--- src/rtl/fetch_ctrl_pkg.sv ---
// Shared encodings for the fetch-side sequencer: opcodes, IF branch codes and FSM states.
package fetch_ctrl_pkg;

   localparam logic [2:0] OP_HLT  = 3'b100;
   localparam logic [2:0] OP_LDC  = 3'b101;
   localparam logic [2:0] OP_RPT  = 3'b110;
   localparam logic [2:0] OP_SRCH = 3'b111;

   localparam logic [1:0] BR_SEQ  = 2'd0;
   localparam logic [1:0] BR_BACK = 2'd1;
   localparam logic [1:0] BR_SKIP = 2'd2;

   typedef enum logic [1:0] {
      ST_RUN    = 2'd0,
      ST_WAIT   = 2'd1,
      ST_HALTED = 2'd2
   } state_e;

endpackage

--- src/rtl/fetch_loop_cnt.sv ---
// Loop repeat counter: loadable, decrements toward zero and never wraps.
module fetch_loop_cnt #(
   parameter int CW = 6
) (
   input  logic          clk_i,
   input  logic          rst_ni,
   input  logic          load_i,
   input  logic          dec_i,
   input  logic [CW-1:0] load_val_i,
   output logic [CW-1:0] cnt_o,
   output logic          zero_o
);

   logic [CW-1:0] cnt_q, cnt_d;

   assign zero_o = (cnt_q == '0);
   assign cnt_o  = cnt_q;

   // A load takes priority so a nested LDC always overwrites the count.
   always_comb begin
      cnt_d = cnt_q;
      if (load_i)
         cnt_d = load_val_i;
      else if (dec_i && !zero_o)
         cnt_d = cnt_q - 1'b1;
   end

   always_ff @(posedge clk_i or negedge rst_ni) begin
      if (!rst_ni)
         cnt_q <= '0;
      else
         cnt_q <= cnt_d;
   end

endmodule

--- src/rtl/fetch_ctrl.sv ---
// Mealy fetch sequencer driving IF Branch/Target/Halt: loop repeat, search skip, halt/restart.
// Optional RUN-cycle counter on CycleCnt is built only when FETCH_CTRL_PERF_EN is defined.
module fetch_ctrl
   import fetch_ctrl_pkg::*;
#(
   parameter int IW       = 9,
   parameter int CW       = 6,
   parameter int SRCH_LAT = 3
) (
   input  logic          CLK,
   input  logic          Init_n,
   input  logic [IW-1:0] Instr,
   input  logic          Match,
   input  logic          Start,
   output logic [1:0]    Branch,
   output logic [7:0]    Target,
   output logic          Halt,
   output logic [CW-1:0] LoopCnt,
   output logic [15:0]   CycleCnt
);

   localparam int WW = (SRCH_LAT > 2) ? $clog2(SRCH_LAT) : 1;

   state_e        state_q, state_d;
   logic [WW-1:0] wait_q, wait_d;
   logic [2:0]    opcode;
   logic [1:0]    br_c;
   logic          halt_c, ld_c, dec_c, cnt_zero;

   assign opcode = Instr[IW-1:IW-3];

   fetch_loop_cnt #(.CW(CW)) u_loop_cnt (
      .clk_i      (CLK),
      .rst_ni     (Init_n),
      .load_i     (ld_c),
      .dec_i      (dec_c),
      .load_val_i (Instr[CW-1:0]),
      .cnt_o      (LoopCnt),
      .zero_o     (cnt_zero)
   );

   always_comb begin
      state_d = state_q;
      wait_d  = wait_q;
      br_c    = BR_SEQ;
      halt_c  = 1'b0;
      ld_c    = 1'b0;
      dec_c   = 1'b0;
      unique case (state_q)
         ST_RUN: begin
            unique case (opcode)
               OP_LDC: ld_c = 1'b1;
               OP_RPT: begin
                  if (!cnt_zero) begin
                     br_c  = BR_BACK;
                     dec_c = 1'b1;
                  end
               end
               OP_SRCH: begin
                  if (SRCH_LAT == 1) begin
                     br_c = Match ? BR_SKIP : BR_SEQ;
                  end else begin
                     halt_c  = 1'b1;
                     wait_d  = WW'(SRCH_LAT - 2);
                     state_d = ST_WAIT;
                  end
               end
               OP_HLT: begin
                  halt_c  = 1'b1;
                  state_d = ST_HALTED;
               end
               default: ;
            endcase
         end
         // Instr is held by Halt, so Match is only trusted in the last wait cycle.
         ST_WAIT: begin
            if (wait_q == '0) begin
               br_c    = Match ? BR_SKIP : BR_SEQ;
               state_d = ST_RUN;
            end else begin
               halt_c = 1'b1;
               wait_d = wait_q - 1'b1;
            end
         end
         ST_HALTED: begin
            if (Start)
               state_d = ST_RUN;
            else
               halt_c = 1'b1;
         end
         default: state_d = ST_RUN;
      endcase
   end

   always_ff @(posedge CLK or negedge Init_n) begin
      if (!Init_n) begin
         state_q <= ST_RUN;
         wait_q  <= '0;
      end else begin
         state_q <= state_d;
         wait_q  <= wait_d;
      end
   end

   // Instr-dependent outputs must be masked while reset is held.
   assign Branch = Init_n ? br_c : BR_SEQ;
   assign Halt   = !Init_n || halt_c;
   assign Target = 8'h00;

`ifdef FETCH_CTRL_PERF_EN
   logic [15:0] cyc_q, cyc_d;

   function automatic logic [15:0] sat_inc16(input logic [15:0] v);
      return (v == 16'hFFFF) ? v : v + 16'd1;
   endfunction

   always_comb begin
      cyc_d = cyc_q;
      if (state_q == ST_RUN)
         cyc_d = sat_inc16(cyc_q);
   end

   always_ff @(posedge CLK or negedge Init_n) begin
      if (!Init_n)
         cyc_q <= '0;
      else
         cyc_q <= cyc_d;
   end

   assign CycleCnt = cyc_q;
`else
   assign CycleCnt = 16'h0000;
`endif

endmodule

--- config.mk ---
export PLATFORM = sky130hd
export DESIGN_NAME = fetch_ctrl
export DESIGN_NICKNAME = d
export VERILOG_FILES = /design/src/rtl/fetch_ctrl_pkg.sv /design/src/rtl/fetch_loop_cnt.sv /design/src/rtl/fetch_ctrl.sv
export SDC_FILE = /design/constraint.sdc
export NUM_CORES = 1
export LEC_CHECK = 0
export CORE_ASPECT_RATIO = 0.75
export CORE_MARGIN = 2
export CORE_UTILIZATION = 38
export CTS_BUF_LIST = sky130_fd_sc_hd__clkbuf_16
export DETAILED_ROUTE_END_ITERATION = 12
export GPL_ROUTABILITY_DRIVEN = 1
export PLACE_DENSITY_LB_ADDON = 0.2
export SYNTH_ARGS = -nofsm -noshare
export SYNTH_HDL_FRONTEND = slang
export SYNTH_SLANG_ARGS = --single-unit
export TNS_END_PERCENT = 20
--- constraint.sdc ---
create_clock -name CLK -period 2.3 [get_ports CLK]
set_input_delay 0.575 -clock CLK [delete_from_list [all_inputs] [get_ports CLK]]
set_output_delay 0.575 -clock CLK [all_outputs]
set_load 0.05 [all_outputs]
==> metrics.md <==
| Metric | Value |
|---|---|
| Status | complete, but fails checks |
| Failing checks | negative setup slack |
| Wirelength, routed | 1890 microns |
| Highest achievable clock rate | 430 MHz |
| Min Tclk post-route | roughly 2.3 ns |
| Register Area | around 250 sq um |
| Top FF cell, synth | dfrtp_1 |
| Worst setup margin | -0.0229 ns |
| Total power | 1.50 mW |
| Final design utilization | 61.7% |
| Largest net degree at the start of global routing | 13 |
| Asr flop ratio synth | 100% |
| Layout Skew | about 0.0022 ns |
| CTS clock-pin slew for the worst setup and hold paths | 0.04 ns |
| Reg2reg setup slack | 0.51 ns |
| Hold Fails Final Rpt | 0 |
| Final worst-path cycle share | 101% |
| All-Layer GR Usage | 16.6% |
| Clock Path Buffers | 2 |
| Initial core utilization | 41.0% |
| FILL cells | 174 |
| Vias per cell | 4.45 |
| Hold Crit Start | wait_q[0] |
| Sum Neg Setup Slack | -0.0229 ns |
| Chip Height | 44.6 microns |
| # DRC | 0 |
| FF-to-FF Start | u_loop_cnt.cnt_o[0] |
| CP startpoint kind | flip-flop |
| Netlist cell types | 36 |
| Pre-CTS setup slack | -0.327 ns |
| CTS tree | built |
| Vias in the first global route | 688 |
| Number of synthesized flops with an enable pin | 0 |
| Crit-path max FO | 2 |
| Global route overflow | 0 |
| Via count | 699 |
| HP Class | flip-flop to flip-flop |
| Die area | 0.00259 sq mm |
| VDD IR-drop max | 0.906 mV |
| RD Place Congestion | 0.835 |
| Leakage power total | 0.582 nW |
| Power per cell area | 1200 mW/mm^2 |
| Iter 0 DRT Violations | 25 |
| Post-synthesis sequential area ratio | about 30% |
| Arr. time, crit path | 1.75 ns |
| First-pass GRT wire length | 3120 microns |
| Io pins | 46 |
| Footprint of the multi-input gates | 519 sq um |
| Row cnt | 14 |
| Final HPWL from detailed placement | around 1400 microns |
| Hold Path End | wait_q[0] |
| Crit path kind | flip-flop to output pin |
| Initial antenna violation count | 0 |
| Avg Cell Area, Syn | around 8.8 sq um |
| Wire per inst | roughly 12 microns |
| Flops & latches, synth | 10 |
| Final Max Slew Viols | 0 |
| Synth warnings | 0 |
| Clk Latency, worst-skew pair | 0.24 ns |
| Synthesized area | around 830 sq um |
| Hold Path Depth | 1 |
| Remaining antenna violation count | 0 |
| Mapped Cells | 95 |
| Crit end category | output pin |
| Share of layout cells above drive strength 1 | 27.8% |
| # port buffers | 21 |
| CTS root buf | clkbuf_16 |
| DIE WIDTH | 58.1 microns |
| RSZ-0062 raised after global routing | true |
| # diodes | 0 |
| Cts bufs inserted | 3 |
| WP data required | ~1.7 ns |
| Total core area | 0.00203 sq mm |
| Area Overhead vs Synth | 50.5% |
| WHS | 0.469 ns |
| Reg-to-reg endpoint | u_loop_cnt.cnt_o[0] |
| FF-to-FF path depth | 7 |
| H-tree depth | 1 |
| Pre-antenna DRT Iters | 4 |
| Clk sinks | 10 |
| MaxCap Viol Count | 0 |
| Final setup violation count | 1 |
| Final nets | 150 |
| CTS Hold Buffers Added | 0 |
report_power, final:
part,internal (mW),total [mW],switching (mW)
logic,0.330,0.829,0.499
registers,0.256,0.360,0.104
clock network,0.228,0.310,0.0825
total,0.814,1.50,0.685
synthesized netlist by cell type (all sizes together), types with 2 or more instances:
library cell / number / area (sq um)
nand2: 3 / 11.3
o211ai: 2 / 28.8
o21ai: 2 / 10.0
or4b: 2 / 23.8
nand2b: 5 / 31.3
dfrtp: 10 / 250
nor2: 8 / 30.0
inv: 6 / 22.5
or3: 2 / 12.5
a21oi: 6 / 30.0
ha: 3 / 37.5
xor2: 3 / 26.3
buf: 24 / 180
flip-flops by register name (all words and copies together), names as in the netlist:
name              cells
u_loop_cnt.cnt_o      6
state_q               2
wait_q                2
placed cells by master (no fill, tap or decap), types with 3 or more instances in the layout:
master and n:
a21oi_1 5, buf_12 3, buf_4 15, clkbuf_16 3, clkdlybuf4s50_1 14, conb_1 24
dfrtp_1 9, inv_1 3, inv_2 3, nand2_1 3, nand2b_1 3, nor2_1 7
xor2_1 3
cell type report:
class                           count  area share [%]
Tap cell                           24            2.40
Clock inverter                      1           0.299
Inverter                            6            1.80
Sequential cell                    10            20.1
Timing Repair Buffer               36            28.0
Multi-Input combinational cell     77            41.4
Clock buffer                        3            5.99
per-stage QoR:
step           cell area (sq um)  cells
2_1_floorplan                928    118
3_3_place_gp                1100    150
3_5_place_dp                1100    150
4_1_cts                     1250    157
5_1_grt                     1250    157
6_report                    1250    157
per-layer routing:
metal,global-route usage (%),share of wire [%]
met3,6.14,6.3
met1,19.0,43
met4,2.79,0
met5,0,0
met2,30.2,50
worst max path at each step:
stage / from / endpoint / slack, ns / depth (start not counted)
2_1_floorplan: u_loop_cnt.cnt_o[1] / Branch[0] / 0.04 / 5
3_5_place_dp: Instr[7] / Halt / -0.33 / 6
6_report: u_loop_cnt.cnt_o[0] / Branch[0] / -0.02 / 6
5_1_grt: u_loop_cnt.cnt_o[0] / Branch[0] / -0.08 / 6
4_1_cts: u_loop_cnt.cnt_o[0] / Branch[0] / -0.05 / 6
3_3_place_gp: Instr[7] / Halt / -0.28 / 6
critical path, stage by stage (launching register included):
cell and delay (ns):
dfrtp_2 0.41, inv_2 0.08, ha_4 0.13, or4b_4 0.47, o211ai_4 0.22, nor2_4 0.05
buf_12 0.14
cell families after synthesis:
family                   count (synthesis)  synth area share (%)
buffers and inverters                   31                  24.8
AND/OR/NAND/NOR                         29                  20.4
AO/OA/AOI/OAI                           16                  14.4
flip-flops                              10                  30.0
XOR/XNOR                                 4                  4.20
adder cells (fa/ha/maj)                  3                  4.50
other                                    1                 0.450
multiplexers                             1                  1.20
timing repair:
item                                    in CTS  in global routing
buffers inserted                             3                  0
gates resized for setup                     16                  1
endpoints found under the setup margin       2                  2
pin swaps                                    6                  2
Power figures use the tool's default switching activity.
